===== config.mk =====
export PLATFORM = sky130hd
export DESIGN_NAME = dmem_arbiter
export DESIGN_NICKNAME = d
export VERILOG_FILES = /design/src/rtl/dmem_arbiter.sv
export SDC_FILE = /design/constraint.sdc
export NUM_CORES = 1
export LEC_CHECK = 0
export BUFFER_PORTS_ARGS = -buffer_cell sky130_fd_sc_hd__buf_4
export CAP_MARGIN = 5
export CORE_AREA = 2 2 124 126
export CTS_CLUSTER_SIZE = 40
export DETAILED_ROUTE_END_ITERATION = 8
export DIE_AREA = 0 0 126 128
export GPL_ROUTABILITY_DRIVEN = 0
export PLACE_DENSITY = 0.79
export SKIP_LAST_GASP = 1
export SYNTH_ARGS = -nofsm -noshare
export SYNTH_HDL_FRONTEND = slang
export SYNTH_SLANG_ARGS = --single-unit

===== constraint.sdc =====
create_clock -name clk -period 11.4 [get_ports clk]
set_input_delay 0.57 -clock clk [delete_from_list [all_inputs] [get_ports clk]]
set_output_delay 0.57 -clock clk [all_outputs]
set_load 0.05 [all_outputs]

===== src/rtl/dmem_arbiter.sv =====
// Two-port arbiter/sequencer in front of the single-port data memory; partial stores use read-modify-write.
// Optional build macro: DMEM_ARB_RR_EN selects round-robin arbitration instead of fixed port-0 priority.
module dmem_arbiter #(
  parameter int unsigned ADDR_W = 32,
  parameter int unsigned DATA_W = 32
) (
  input  logic                clk,
  input  logic                rst,
  input  logic                m0_req,
  input  logic                m0_we,
  input  logic [DATA_W/8-1:0] m0_be,
  input  logic [ADDR_W-1:0]   m0_addr,
  input  logic [DATA_W-1:0]   m0_wdata,
  output logic                m0_gnt,
  output logic                m0_ack,
  output logic [DATA_W-1:0]   m0_rdata,
  input  logic                m1_req,
  input  logic                m1_we,
  input  logic [DATA_W/8-1:0] m1_be,
  input  logic [ADDR_W-1:0]   m1_addr,
  input  logic [DATA_W-1:0]   m1_wdata,
  output logic                m1_gnt,
  output logic                m1_ack,
  output logic [DATA_W-1:0]   m1_rdata,
  output logic                mem_en,
  output logic                mem_we,
  output logic [ADDR_W-1:0]   mem_addr,
  output logic [DATA_W-1:0]   mem_wdata,
  input  logic [DATA_W-1:0]   mem_rdata
);

  localparam int unsigned BE_W = DATA_W / 8;

  typedef enum logic {
    S_IDLE  = 1'b0,
    S_MERGE = 1'b1
  } state_e;

  state_e              state_q, state_d;
  logic [DATA_W-1:0]   merge_q, merge_d;
  logic [ADDR_W-1:0]   addr_q;
  logic                port_q;
  logic                ack0_q, ack1_q;
  logic [DATA_W-1:0]   rdata0_q, rdata1_q;
`ifdef DMEM_ARB_RR_EN
  logic                prio_q;
`endif

  logic                win0, win1, any_win;
  logic                sel_we;
  logic [BE_W-1:0]     sel_be;
  logic [ADDR_W-1:0]   sel_addr;
  logic [DATA_W-1:0]   sel_wdata;
  logic                be_full, be_none, be_partial;

  // Arbitration: only while idle and out of reset
  always_comb begin
    win0 = 1'b0;
    win1 = 1'b0;
    if (!rst && state_q == S_IDLE) begin
`ifdef DMEM_ARB_RR_EN
      if (m0_req && m1_req) begin
        win0 = !prio_q;
        win1 = prio_q;
      end else begin
        win0 = m0_req;
        win1 = m1_req;
      end
`else
      win0 = m0_req;
      win1 = m1_req && !m0_req;
`endif
    end
  end

  assign any_win    = win0 | win1;
  assign sel_we     = win1 ? m1_we    : m0_we;
  assign sel_be     = win1 ? m1_be    : m0_be;
  assign sel_addr   = win1 ? m1_addr  : m0_addr;
  assign sel_wdata  = win1 ? m1_wdata : m0_wdata;
  assign be_full    = (sel_be == {BE_W{1'b1}});
  assign be_none    = (sel_be == {BE_W{1'b0}});
  assign be_partial = !be_full && !be_none;
  assign m0_gnt     = win0;
  assign m1_gnt     = win1;

  // Memory drive and next-state
  always_comb begin
    mem_en    = 1'b0;
    mem_we    = 1'b0;
    mem_addr  = {ADDR_W{1'b0}};
    mem_wdata = {DATA_W{1'b0}};
    state_d   = state_q;
    for (int i = 0; i < int'(BE_W); i++) begin
      merge_d[i*8 +: 8] = sel_be[i] ? sel_wdata[i*8 +: 8] : mem_rdata[i*8 +: 8];
    end
    if (!rst) begin
      case (state_q)
        S_IDLE: begin
          if (any_win) begin
            if (!sel_we) begin
              mem_en   = 1'b1;
              mem_addr = sel_addr;
            end else if (be_full) begin
              mem_en    = 1'b1;
              mem_we    = 1'b1;
              mem_addr  = sel_addr;
              mem_wdata = sel_wdata;
            end else if (be_partial) begin
              mem_en   = 1'b1;
              mem_addr = sel_addr;
              state_d  = S_MERGE;
            end
          end
        end
        S_MERGE: begin
          mem_en    = 1'b1;
          mem_we    = 1'b1;
          mem_addr  = addr_q;
          mem_wdata = merge_q;
          state_d   = S_IDLE;
        end
        default: state_d = S_IDLE;
      endcase
    end
  end

  // State, merge buffer, acks and read data
  always_ff @(posedge clk or posedge rst) begin
    if (rst) begin
      state_q  <= S_IDLE;
      merge_q  <= {DATA_W{1'b0}};
      addr_q   <= {ADDR_W{1'b0}};
      port_q   <= 1'b0;
      ack0_q   <= 1'b0;
      ack1_q   <= 1'b0;
      rdata0_q <= {DATA_W{1'b0}};
      rdata1_q <= {DATA_W{1'b0}};
`ifdef DMEM_ARB_RR_EN
      prio_q   <= 1'b0;
`endif
    end else begin
      state_q <= state_d;
      ack0_q  <= 1'b0;
      ack1_q  <= 1'b0;
      case (state_q)
        S_IDLE: begin
          if (any_win) begin
`ifdef DMEM_ARB_RR_EN
            prio_q <= !win1;
`endif
            if (sel_we && be_partial) begin
              merge_q <= merge_d;
              addr_q  <= sel_addr;
              port_q  <= win1;
            end else begin
              ack0_q <= win0;
              ack1_q <= win1;
              if (!sel_we && win0) rdata0_q <= mem_rdata;
              if (!sel_we && win1) rdata1_q <= mem_rdata;
            end
          end
        end
        S_MERGE: begin
          ack0_q <= !port_q;
          ack1_q <= port_q;
        end
        default: ;
      endcase
    end
  end

  assign m0_ack   = ack0_q;
  assign m1_ack   = ack1_q;
  assign m0_rdata = rdata0_q;
  assign m1_rdata = rdata1_q;

endmodule


# ---- Yosys cells after proc, flatten, opt, wreduce, memory -nomap -nowiden
# Cells that the tools add are included.
dict set report totals {
  word_cells 70
  out_inout_bits 134
  ff_bits 132
}
dict set report op_classes {
  eq_ne 1
  bitwise_logic 3
  muxes 42
  reduce_logical 16
}
# cell count
set op_table {}
lappend op_table {{two-way mux 32 bit} 11}
lappend op_table {{one-hot mux 32 bit (2 select lines)} 2}
lappend op_table {{two-way mux 8 bit} 4}
lappend op_table {{two-way mux 1 bit} 19}
lappend op_table {{one-hot mux 1 bit (2 select lines)} 5}
lappend op_table {{AND reduction 4 bit} 2}
lappend op_table {{logical AND 1 bit} 6}
lappend op_table {{logical NOT 1 bit} 6}
lappend op_table {{equality test 4 bit (second input constant)} 1}
lappend op_table {{logical NOT 4 bit} 1}
lappend op_table {{two-way mux 4 bit} 1}
lappend op_table {{AND reduction 3 bit} 1}
lappend op_table {{inverter 1 bit} 2}
lappend op_table {{bitwise OR 1 bit} 1}

# ---- Depth between registers and ports, before layout
dict set report logic_depth {
  word_depth 13
  ltp_mapped 9
  mapped_depth_nobuf 5
}

# ---- Least setup slack after synthesis
# No wires, ideal clock.
dict set report synth_path {
  path_kind {in2out}
  startpoint {input port rst}
  endpoint {output port mem_addr[23]}
  path_slack_ns 7.842
  path_stages 7
  arrival_time_ns 2.988
  cell_sequence {or4b_1 > buf_6 > inv_6 > buf_4 > buf_4 > mux2i_1 > o21ai_0}
}
dict set report synth_between {
  elab_chain_cells 13
}
# item line
set synth_rtl {}
lappend synth_rtl {{start, declared} 8} ;# input logic rst,
lappend synth_rtl {{logical NOT 1 bit (no line) *} -}
lappend synth_rtl {{logical AND 1 bit *} 60} ;# if (!rst && state_q == S_IDLE) begin
lappend synth_rtl {{two-way mux 1 bit *} 60}
lappend synth_rtl {{net m1_gnt} 22} ;# output logic m1_gnt,
lappend synth_rtl {{two-way mux 4 bit} 78} ;# assign sel_be = win1 ? m1_be : m0_be;
lappend synth_rtl {{equality test 4 bit / logical NOT 4 bit (equally long branches)} {81, 82}}
lappend synth_rtl {{logical NOT 1 bit} 83} ;# assign be_partial = !be_full && !be_none;
lappend synth_rtl {{logical AND 1 bit} 83}
lappend synth_rtl {{two-way mux 32 bit} 109} ;# end else if (be_partial) begin
lappend synth_rtl {{two-way mux 32 bit} 104} ;# end else if (be_full) begin
lappend synth_rtl {{two-way mux 32 bit} 101} ;# if (!sel_we) begin
lappend synth_rtl {{two-way mux 32 bit *} 100} ;# if (any_win) begin
lappend synth_rtl {{one-hot mux 32 bit (2 select lines) *} 98} ;# case (state_q)
lappend synth_rtl {{two-way mux 32 bit *} 97} ;# if (!rst) begin
lappend synth_rtl {{end, declared} 27} ;# output logic [ADDR_W-1:0] mem_addr,
# Mark *: on every way through the listed nets, which the timed path passes. The rest lies on a longest branch.

# ---- Worst setup path in the final report
dict set report layout_path {
  startpoint {input port rst}
  endpoint {output port mem_addr[26]}
}
dict set report layout_between {
  elab_chain_cells 13
}
# item line
set layout_rtl {}
lappend layout_rtl {{logical NOT 1 bit (no line)} -}
lappend layout_rtl {{logical AND 1 bit} 60}
lappend layout_rtl {{two-way mux 1 bit} 60}
lappend layout_rtl {{two-way mux 4 bit} 78}
lappend layout_rtl {{equality test 4 bit / logical NOT 4 bit (equally long branches)} {81, 82}}
lappend layout_rtl {{logical NOT 1 bit} 83}
lappend layout_rtl {{logical AND 1 bit} 83}
lappend layout_rtl {{two-way mux 32 bit} 109}
lappend layout_rtl {{two-way mux 32 bit} 104}
lappend layout_rtl {{two-way mux 32 bit} 101}
lappend layout_rtl {{two-way mux 32 bit} 100}
lappend layout_rtl {{one-hot mux 32 bit (2 select lines)} 98}
lappend layout_rtl {{two-way mux 32 bit *} 97}
# Mark *: on every way between the ends. The rest lies on a longest branch, timed or not.

==> key figures <==
Pwr
  • P_leak: 4.76 nW
  • Internal power: 1.25 mW
  • Psw: 0.757 mW
  • Peak supply drop: 0.103 mV
  • Pwr Total: 2.01 mW
  • Pwr dens: 196 nW/µm²
  • Sw Share: 37.7%
  • Reg power frac: 33.9%
  • Gate power share: 37.3%
  • Clock share of power: 28.8%

Drt
  • Wire length per cell: 19.5 µm
  • Iteration count of the initial detailed-routing pass: 4
  • Vias: 6405
  • Antenna Nets Post-Route: 0
  • Number of DRC violations after detailed-routing iteration 0: 418
  • Vias per cell: 5.53
  • Drt total wl: 22500 µm
  • DRC violations left: 0

Clock network
  • Setup Fix Bufs, Post-CTS: 0
  • CTS Buf Count: 17
  • Post-CTS Resized: 0
  • Worst skew pair latency: 0.42 ns
  • Clock sinks: 132
  • Clock buffer depth: 2
  • Htree depth: 4
  • Root buf cell: clkbuf_16
  • TritonCTS clock tree: built
  • Hold_buf cts: 0
  • Clock-pin slew on the worst setup and hold paths: 0.06 ns

Final layout
  • Area grow syn2layout: 41.0%
  • Nets: 1131
  • Core Util, Final: 69.1%
  • Fillers: 1182
  • Multi-input gate area: 3490 µm²
  • N_diodes: 0
  • Share of layout cells above drive strength 1: 46.3%
  • FF/Latch Area: 3300 µm²

Place
  • Dpl ws: 6.81 ns
  • Port bufs: 307
  • Hpwl dp: 15800 µm

STA
  • Setup WS post-layout: 6.81 ns
  • Max transition margin: 17.1%
  • RSZ-0062 raised after global routing: no
  • Setup Skew: 0.00727 ns
  • Max Freq: 218 MHz
  • Hold Slack: 0.402 ns
  • Slew Limit Fails: 0
  • Worst-Margin Slew: 1.24 ns
  • Final Hold Fails: 0
  • Final worst path period share: 40.2%
  • Setup TNS: 0 ns
  • Minimum clock period: 4.59 ns
  • Final setup fails: 0

Worst setup path
  • Crit. End Element: output pin
  • CP Data Arrival Time: 4.02 ns
  • Critical Path Fanout Max: 71
  • Crit path kind: in2out
  • Crit. Startpoint: rst
  • Worst Path Required: 10.83 ns
  • Crit Reg-Reg Startpoint: state_q
  • CP Launch Type: primary input

GRT
  • Total track usage: 28.1%
  • Vias in the first global route: 6701
  • GR peak layer: met2
  • Remaining global-route overflow: 0
  • Initial antenna violation count: 0
  • Met1 Use GR: 32.9%
  • Met3 Use GR: 9.56%
  • First-pass GRT wire length: 35400 µm
  • GRT met2 Usage: 48.0%
  • Largest net degree at the start of global routing: 76

Logic synthesis
  • Most frequent cell after synthesis: dfrtp_1
  • Top-area cell type share of the netlist area: 45.4%
  • Commonest cells post-synth: dfrtp_1 (132), mux2_2 (101), mux2i_1 (96), inv_1 (72), nand2_1 (39)
  • Synth warn: 0
  • Area leader, netlist: dfrtp_1
  • Yosys reg bits: 132
  • Sequential fraction of the synthesis area: 45.4%
  • Top_reg_cell synth: dfrtp_1
  • Asr flop ratio synth: 100%
  • Gate Count Post-Synth: 674
  • Synth Cell Area: 7280 µm²
  • EDFF count, synth: 0
  • Main area contributors after synthesis: dfrtp_1 (45%), mux2_2 (16%), mux2i_1 (13%), a32oi_1 (3.8%), o221ai_1 (3.8%)
  • Post-Syn Nets: 848
  • Yosys cell types: 30
  • Synthesized area per cell: 10.8 µm²

Floorplan
  • CORE AREA: 14900 µm²
  • # IOs: 308
  • Die footprint: 16100 µm²
  • Std-Cell Rows: 45
  • Width of the die: 126 µm
  • Initial core utilization: 49.0%
  • Die height: 128 µm

Hold path
  • Hold wc startpoint: mem_rdata[8]
  • Worst min path class: in2reg

Run
  • MaxCap Viol Count: 0

Outcome
  • Status: completed
[cell families after synthesis]
| family | synth area share, % |
|---|---|
| buffers and inverters | 7.29 |
| DFF | 45.4 |
| muxes | 28.8 |
| AOI/OAI and AO/OA | 10.7 |
| and+or+nand+nor | 7.78 |
[power groups by stage]
stage                     Sequential, mW  Combinational, mW  Clock (mW)
final                              0.681              0.751       0.579
after global routing               0.697              0.796       0.610
after CTS                          0.680              0.755       0.589
after detailed placement           0.684              0.755           0
after global placement             0.680              0.741           0
after floorplan                    0.885              0.298           0
[registers in the layout, indices dropped and copies added, names as in the netlist]
name      count
port_q        1
merge_q      32
addr_q       32
state_q       1
m1_rdata     32
m0_rdata     32
m0_ack        1
m1_ack        1
[path summary, 6_finish.rpt]
| kind | endpoint | cells past startpoint | slack [ns] |
|---|---|---|---|
| worst min-delay path | m0_rdata[8] | 2 | 0.40 |
| min in group asynchronous | port_q | 2 | 0.43 |
| worst min register to register | m0_ack | 1 | 0.50 |
| worst max register to register | addr_q[23] | 6 | 7.80 |
| worst max-delay path | mem_addr[26] | 7 | 6.81 |
| max in group asynchronous | m0_rdata[14] | 3 | 9.62 |
[cell type report]
| cell class | instances | area share (%) |
|---|---|---|
| timing repair buffer | 310 | 22.7 |
| clock buffer | 23 | 4.66 |
| clock inverter | 9 | 1.46 |
| tap | 188 | 2.29 |
| inverter | 73 | 2.77 |
| multi-input combinational | 423 | 34.0 |
| sequential | 132 | 32.2 |
[worst max-delay path, stage by stage]
cell	delay (ns)
buf_4	0.41
or4b_2	0.88
inv_6	0.50
nand3_1	0.25
o2111ai_2	0.63
o21ai_0	0.47
buf_4	0.26
[metal layers]
layer	vias up	routed length, µm
met5	-	0
met4	0	531
met3	32	2130
met2	276	11200
met1	3098	8700
li1	2999	-
[placed cells by master (no fill, tap or decap), drive strengths merged]
| cell | instances |
|---|---|
| and4 | 2 |
| nor3 | 3 |
| nand2 | 39 |
| bufinv | 4 |
| a22o | 1 |
| a21boi | 1 |
| clkbuf | 23 |
| nand3b | 1 |
| nor4 | 2 |
| a21oi | 2 |
| clkinv | 3 |
| nor2 | 38 |
| inv | 73 |
| o2111ai | 1 |
| dfrtp | 132 |
| o21a | 1 |
| mux2 | 101 |
| clkinvlp | 2 |
| mux2i | 96 |
| or4b | 1 |
| nand3 | 3 |
| o22ai | 1 |
| o21ai | 33 |
| a32oi | 32 |
| a21o | 1 |
| or3 | 32 |
| o221ai | 32 |
| buf | 310 |
[through the flow]
stage	cell area, µm²	std cells
after detailed placement	9640	1126
final	10300	1158
after global routing	10300	1158
after global placement	9640	1126
after CTS	10300	1158
after floorplan	7280	674
No activity file was read; power rests on OpenSTA's default activity.
